## src/rtl/serial_transmitter.sv

```systemverilog
// UART-style transmitter: one-byte holding register feeding an LSB-first
// start/data/stop shifter, each bit held CLKS_PER_BIT clocks on a registered line.
module serial_transmitter #(
  parameter int CLKS_PER_BIT = 16,
  parameter int DATA_BITS    = 8
) (
  input  logic                 clk,
  input  logic                 reset,
  input  logic                 load,
  input  logic [DATA_BITS-1:0] data_in,
  output logic                 ready,
  output logic                 data_out,
  output logic                 busy,
  output logic                 charSent
);

  localparam int SW = $clog2(CLKS_PER_BIT);
  localparam int BW = $clog2(DATA_BITS + 1);
  localparam logic [SW-1:0] SAMP_LAST = SW'(CLKS_PER_BIT - 1);
  localparam logic [BW-1:0] BIT_LAST  = BW'(DATA_BITS - 1);

  typedef enum logic [1:0] {IDLE, START, DATA, STOP} state_t;

  state_t               state_q, state_d;
  logic [DATA_BITS-1:0] hold_q, hold_d;
  logic                 hold_full_q, hold_full_d;
  logic [DATA_BITS-1:0] shift_q, shift_d;
  logic [SW-1:0]        samp_q, samp_d;
  logic [BW-1:0]        bit_q, bit_d;
  logic                 data_out_q, data_out_d;
  logic                 charsent_q, charsent_d;
  logic                 bit_end;

  assign bit_end = (samp_q == SAMP_LAST);

  always_comb begin
    state_d     = state_q;
    hold_d      = hold_q;
    hold_full_d = hold_full_q;
    shift_d     = shift_q;
    samp_d      = samp_q;
    bit_d       = bit_q;
    charsent_d  = 1'b0;

    if (load && !hold_full_q) begin
      hold_d      = data_in;
      hold_full_d = 1'b1;
    end

    // Transfers out of the holding register only happen while it is full,
    // so they never collide with a same-cycle load.
    case (state_q)
      IDLE: begin
        samp_d = '0;
        if (hold_full_q) begin
          shift_d     = hold_q;
          hold_full_d = 1'b0;
          state_d     = START;
        end
      end
      START: begin
        if (bit_end) begin
          samp_d  = '0;
          bit_d   = '0;
          state_d = DATA;
        end else begin
          samp_d = samp_q + 1'b1;
        end
      end
      DATA: begin
        if (bit_end) begin
          samp_d  = '0;
          shift_d = shift_q >> 1;
          if (bit_q == BIT_LAST) begin
            state_d = STOP;
          end else begin
            bit_d = bit_q + 1'b1;
          end
        end else begin
          samp_d = samp_q + 1'b1;
        end
      end
      STOP: begin
        if (bit_end) begin
          samp_d     = '0;
          charsent_d = 1'b1;
          if (hold_full_q) begin
            shift_d     = hold_q;
            hold_full_d = 1'b0;
            state_d     = START;
          end else begin
            state_d = IDLE;
          end
        end else begin
          samp_d = samp_q + 1'b1;
        end
      end
      default: state_d = IDLE;
    endcase

    // Line level is a function of the next state so it can be registered.
    case (state_d)
      START:   data_out_d = 1'b0;
      DATA:    data_out_d = shift_d[0];
      default: data_out_d = 1'b1;
    endcase
  end

  always_ff @(posedge clk or negedge reset) begin
    if (!reset) begin
      state_q     <= IDLE;
      hold_q      <= '0;
      hold_full_q <= 1'b0;
      shift_q     <= '0;
      samp_q      <= '0;
      bit_q       <= '0;
      data_out_q  <= 1'b1;
      charsent_q  <= 1'b0;
    end else begin
      state_q     <= state_d;
      hold_q      <= hold_d;
      hold_full_q <= hold_full_d;
      shift_q     <= shift_d;
      samp_q      <= samp_d;
      bit_q       <= bit_d;
      data_out_q  <= data_out_d;
      charsent_q  <= charsent_d;
    end
  end

  assign ready    = ~hold_full_q;
  assign busy     = (state_q != IDLE);
  assign data_out = data_out_q;
  assign charSent = charsent_q;

endmodule

```

## config.mk

```make
export PLATFORM = sky130hd
export DESIGN_NAME = serial_transmitter
export DESIGN_NICKNAME = d
export VERILOG_FILES = /design/src/rtl/serial_transmitter.sv
export SDC_FILE = /design/constraint.sdc
export NUM_CORES = 1
export LEC_CHECK = 0
export ABC_AREA = 1
export BUFFER_PORTS_ARGS = -buffer_cell sky130_fd_sc_hd__buf_4
export CAP_MARGIN = 20
export CORE_MARGIN = 5
export CORE_UTILIZATION = 62
export DETAILED_ROUTE_END_ITERATION = 10
export PLACE_DENSITY = 0.83
export SETUP_SLACK_MARGIN = 0.15
export SLEW_MARGIN = 40
export SYNTH_ARGS = -nofsm -noshare
export SYNTH_HDL_FRONTEND = slang
export SYNTH_SLANG_ARGS = --single-unit
export TNS_END_PERCENT = 100
```

## constraint.sdc

```tcl
create_clock -name clk -period 3.6 [get_ports clk]
set_clock_uncertainty 0.15 [all_clocks]
set_input_delay 0.18 -clock clk [delete_from_list [all_inputs] [get_ports clk]]
set_output_delay 0.18 -clock clk [all_outputs]
set_load 0.01 [all_outputs]
```

# After elaboration in Yosys (flattened, before gate mapping)

Cells that the tools add are included.

Input port bits: 11
Logic and storage cells: 56
Flip-flop bits (word level): 29
Output and inout port bits: 4

Equal/unequal tests: 11
Multiplexer cells: 24
Reductions and logical operators: 9
Add/subtract/negate cells: 2
Bitwise logic cells: 1

Operators by type and width:

| kind                                                                  | number |
|---|---|
| 8-bit 2-to-1 mux                                                      | 3 |
| 8-bit one-hot mux with 3 select lines                                 | 1 |
| 4-bit 2-to-1 mux                                                      | 4 |
| 4-bit one-hot mux with 2 select lines                                 | 2 |
| 2-bit 2-to-1 mux                                                      | 5 |
| 4-bit by 1-bit adder with 4-bit output, second input constant         | 2 |
| 2-bit inequality test, second input constant                          | 4 |
| 2-bit one-hot mux with 4 select lines                                 | 1 |
| 2-bit equality test, second input constant                            | 3 |
| 1-bit 2-to-1 mux                                                      | 6 |
| 2-bit by 1-bit equality test with 1-bit output, second input constant | 2 |
| 4-bit by 3-bit equality test with 1-bit output, second input constant | 1 |
| 4-bit equality test, second input constant                            | 1 |
| 1-bit one-hot mux with 2 select lines                                 | 2 |
| 4-bit AND reduction                                                   | 1 |
| 2-bit nonzero test                                                    | 2 |
| 3-bit AND reduction                                                   | 1 |
| 3-bit nonzero test                                                    | 1 |
| 3-bit OR reduction                                                    | 1 |
| 2-bit zero test                                                       | 1 |
| 1-bit logical AND                                                     | 1 |
| 1-bit zero test                                                       | 1 |
| 1-bit NOT                                                             | 1 |

# Longest topological paths before layout

Depth in word-level cells: 6
Gate-level depth with buffers: 12
Gate-level depth less buffers: 12

# Worst setup path after synthesis

Ideal clock, no wire load.

Path kind: flip-flop to flip-flop
Start point: register state_q[1]
End point: register data_out_q (netlist: data_out)
Clock period less this slack: 1652 ps
Cell stages (with the launch flop): 10
Path buffers: 0
Path slack: 1948 ps
Arrival time: 1426 ps
Required time: 3375 ps
Setup time: 75 ps
Path through: dfrtp_1 > inv_1 > ha_1 > inv_1 > o21ai_2 > nand2_1 > nand3_2 > nand2_1 > nand2_1 > nand2_1

Elaborated cells between the ends (all ways): 14
Those cells by class: eq/ne (5); mux (8); reduce/logical (1)

RTL lines:

| what                                                                                         | line | RTL |
|---|---|---|
| start, declared                                                                              | 24   | `state_t state_q, state_d;` |
| start signal, assigned                                                                       | 120  | `state_q <= state_d;` |
| 2-bit equality test (tied with other cells)                                                  | 52   | `case (state_q)` |
| 2-bit one-hot mux with 4 select lines (*)                                                    | 52   |  |
| named net state_d[0]                                                                         | 24   |  |
| 2-bit equality test / 2-bit by 1-bit equality test with 1-bit output (equally long branches) | 102  | `case (state_d)` |
| 1-bit one-hot mux with 2 select lines (*)                                                    | 102  |  |
| named net data_out_d                                                                         | 30   | `logic data_out_q, data_out_d;` |
| end signal, assigned                                                                         | 126  | `data_out_q <= data_out_d;` |
| end, declared                                                                                | 30   |  |

The timed path passes the listed nets; every way through them passes the cells marked *.
A chain may end at the register's enable or synchronous reset.

# Worst setup path in the final report

Start point: register state_q[1]
End point: output port busy

Cells in the longest elaborated chain, start to end: 1

RTL lines:

| what               | line | RTL |
|---|---|---|
| 2-bit nonzero test | 132  | `assign busy = (state_q != IDLE);` |
| end, declared      | 13   | `output logic busy,` |

Every way passes these cells.

==> flow_summary.ini <==
[clock_tree]
cts-root-buf = clkbuf_4
clk_pin_slew_ns = 0.09
cts_inserted_buffers = 5
cts_tree = built
cts_sinks = 29
post_cts_buffers = 0
clk_path_buf_depth = 2
htree_num_levels = 2
insertion_delay_ns = 0.33

[setup_path]
crit_chain = inv_1 -> ha_1 -> inv_1 -> buf_4
r2r-start = state_q[1]
startpoint = state_q[1]
rr_worst_depth = 10
cp_slowest_cell = dfrtp_1
endpoint = busy
cp_num_buf_inv = 3
max_stage_delay_ns = 0.42
critPathKind = flop to output port
crit_required_ns = 3.27
r2r-end = data_out
critPathTopFamily = buffers and inverters
cp_max_fo = 6
crit_top_cell = inv_1
crit_arrival_ns = 1.62
cp.depth = 4
rrSetupSlack_ns = 1.69
startpoint_type = flop
setup.worst_path.end_class = output port

[drt]
wirelength_um = 3170
drcViolationCount = 0
wl_per_cell_um = 12.3
viasPerCell = 5.27
ant_nets = 0
vias = 1354
drtIter0Drc = 66
drtPass1Iterations = 5

[timing]
min_period_ns = 1.95
rsz0062_at_grt = no
final_hold_viol_count = 0
post-route-period-util_pct = 54.2
setup_tns_ns = 0
max_freq_ghz = 0.512
slew_headroom_pct = 67.4
worst_slew_pin_slew_ns = 0.489
setup_viol = 0
slew_viol_final = 0

[cells_and_area]
fin_nets = 243
stdcell_area_um2 = 1820
register_area_um2 = 727
multi_input_area_um2 = 709
drive_gt1_share_pct = 14.1
post-route-util_pct = 74.7
fillCellCount = 182
diodes = 0
syn_to_final_growth_pct = 16.6

[global_route]
grt_first_pass_wirelength_um = 5500
grt_antenna_before_repair = 0
grtUsageTotal_pct = 21.0
grt-ovfl-total = 0
grt_start_max_net_pins = 30
grt_pass1_vias = 1264

[floorplan]
ioPinCount = 15
rows = 18
die_w_um = 60.1
core-area_um2 = 2430
die_area_um2 = 3620
initial_core_util_pct = 64.1
die-height_um = 60.1

[yosys]
ys.flop_type = dfrtp_1
async_reset_ff_share_pct = 100
syn_area_um2 = 1560
ys_seq_elements = 29
yosys.area.top_type = dfrtp_1
synth_area_per_cell_um2 = 7.79
synth.cells.most_frequent = 66 x nand2_1, 28 x dfrtp_1, 23 x inv_1
synthDistinctLibCells = 27
synth-warning-count = 0
synthCells = 200
synth_nets = 217
ys_seq_area_share_pct = 46.6
synth.area.top_cells = dfrtp_1 45%, nand2_1 16%, inv_1 5.5%, ha_1 4.8%, nor2_1 3.6%
synth_edf_count = 0
synth_top_cell_area_share_pct = 44.9
synth_most_common_cell = nand2_1

[power]
cellPowerDensity_nw_per_um2 = 322
peakVddDrop_uv = 359
cellLeakagePower_nw = 0.933

[run]
cap_violations = 0

[worst_hold_path]
hp-class = primary input to flop
hold_start = load

[placed_design]
dp_hpwl_um = 2250
placed_cell_area_um2 = 1680
gp_congestion = 0.874
numPortBuffers = 14

[run_status]
outcome = completed
==> worst reg2reg max path, stage by stage (launching register included) <==
cell     delay (ns)
dfrtp_1        0.42
inv_1          0.20
ha_1           0.32
inv_1          0.17
o21ai_2        0.18
nand2_1        0.11
nand3_2        0.12
inv_2          0.04
nand2_1        0.05
nand2_1        0.04
nand2_1        0.05
==> per-layer routing <==
metal  up-vias  track usage (%)  wire, µm
met2        48             31.3      1410
met3         6             8.42       246
met1       603             26.9      1450
met5         -                0         0
met4         0             8.86        65
li1        697                -         -
==> final cells by class <==
| class | count | share of cell area (%) |
|---|---|---|
| multi-input combinational | 141 | 39.0 |
| inverter | 26 | 5.37 |
| sequential | 29 | 40.0 |
| clock buffer | 6 | 2.27 |
| timing repair buffer | 23 | 10.7 |
| clock inverter | 2 | 0.551 |
| tap | 30 | 2.06 |
==> worst min path at each step <==
stage                     depth (start not counted)           to  slack, ns
after floorplan                                   0     bit_q[0]      -0.27
after global placement                            1   shift_q[3]      -0.04
after detailed placement                          1   shift_q[4]      -0.03
after global routing                              5  hold_full_q       0.10
after CTS                                         5  hold_full_q       0.08
final                                             5  hold_full_q       0.09
==> state kept, by name, indices dropped and copies added, names as in the netlist <==
register / count
bit_q: 4
charSent: 1
data_out: 1
hold_full_q: 1
hold_q: 8
samp_q: 4
shift_q: 8
state_q: 2
==> logic make-up (layout without fill, tap and decap cells) <==
family	count (synthesis)	count (layout)	share of synthesized area (%)
adders and majority gates	6	6	4.82
and+or+nand+nor	98	98	26.3
buffers and inverters	30	57	7.86
xor gates and xnor gates	1	1	0.562
DFF	29	29	46.6
AOI/OAI and AO/OA	36	36	13.8
==> report_power, final <==
group | total, mW | internal, mW | switching [mW]
logic | 0.0510 | 0.0249 | 0.0261
registers | 0.350 | 0.342 | 0.00895
clock network | 0.184 | 0.0741 | 0.110
total | 0.585 | 0.441 | 0.145
==> placed cells by master (no fill, tap or decap), drive strengths merged, types with 2 or more instances in the layout <==
cell type    count
ha               6
a21oi           11
o21ai           15
dfrtp           28
nor2            16
clkbuf           6
o211ai           2
clkinv           2
nand2           67
nor3             7
buf             14
dlygate4sd3      9
inv             26
o22ai            6
nand3            7
==> through the flow <==
| stage | power (mW) | hold slack, ns | worst slack [ns] | instances |
|---|---|---|---|---|
| 3_5_place_dp | 0.399 | -0.0306 | 1.74 | 240 |
| 3_3_place_gp | 0.397 | -0.0360 | 1.76 | 240 |
| 5_1_grt | 0.618 | 0.102 | 1.53 | 257 |
| 2_1_floorplan | 0.376 | -0.266 | 1.95 | 200 |
| 6_report | 0.585 | 0.0928 | 1.65 | 257 |
| 4_1_cts | 0.590 | 0.0812 | 1.65 | 257 |
==> what timing repair did <==
action,CTS,global route
hold endpoints to repair,37,0
hold buffers,9,0
resized for setup,0,0
(Power assumes the default switching activity.)
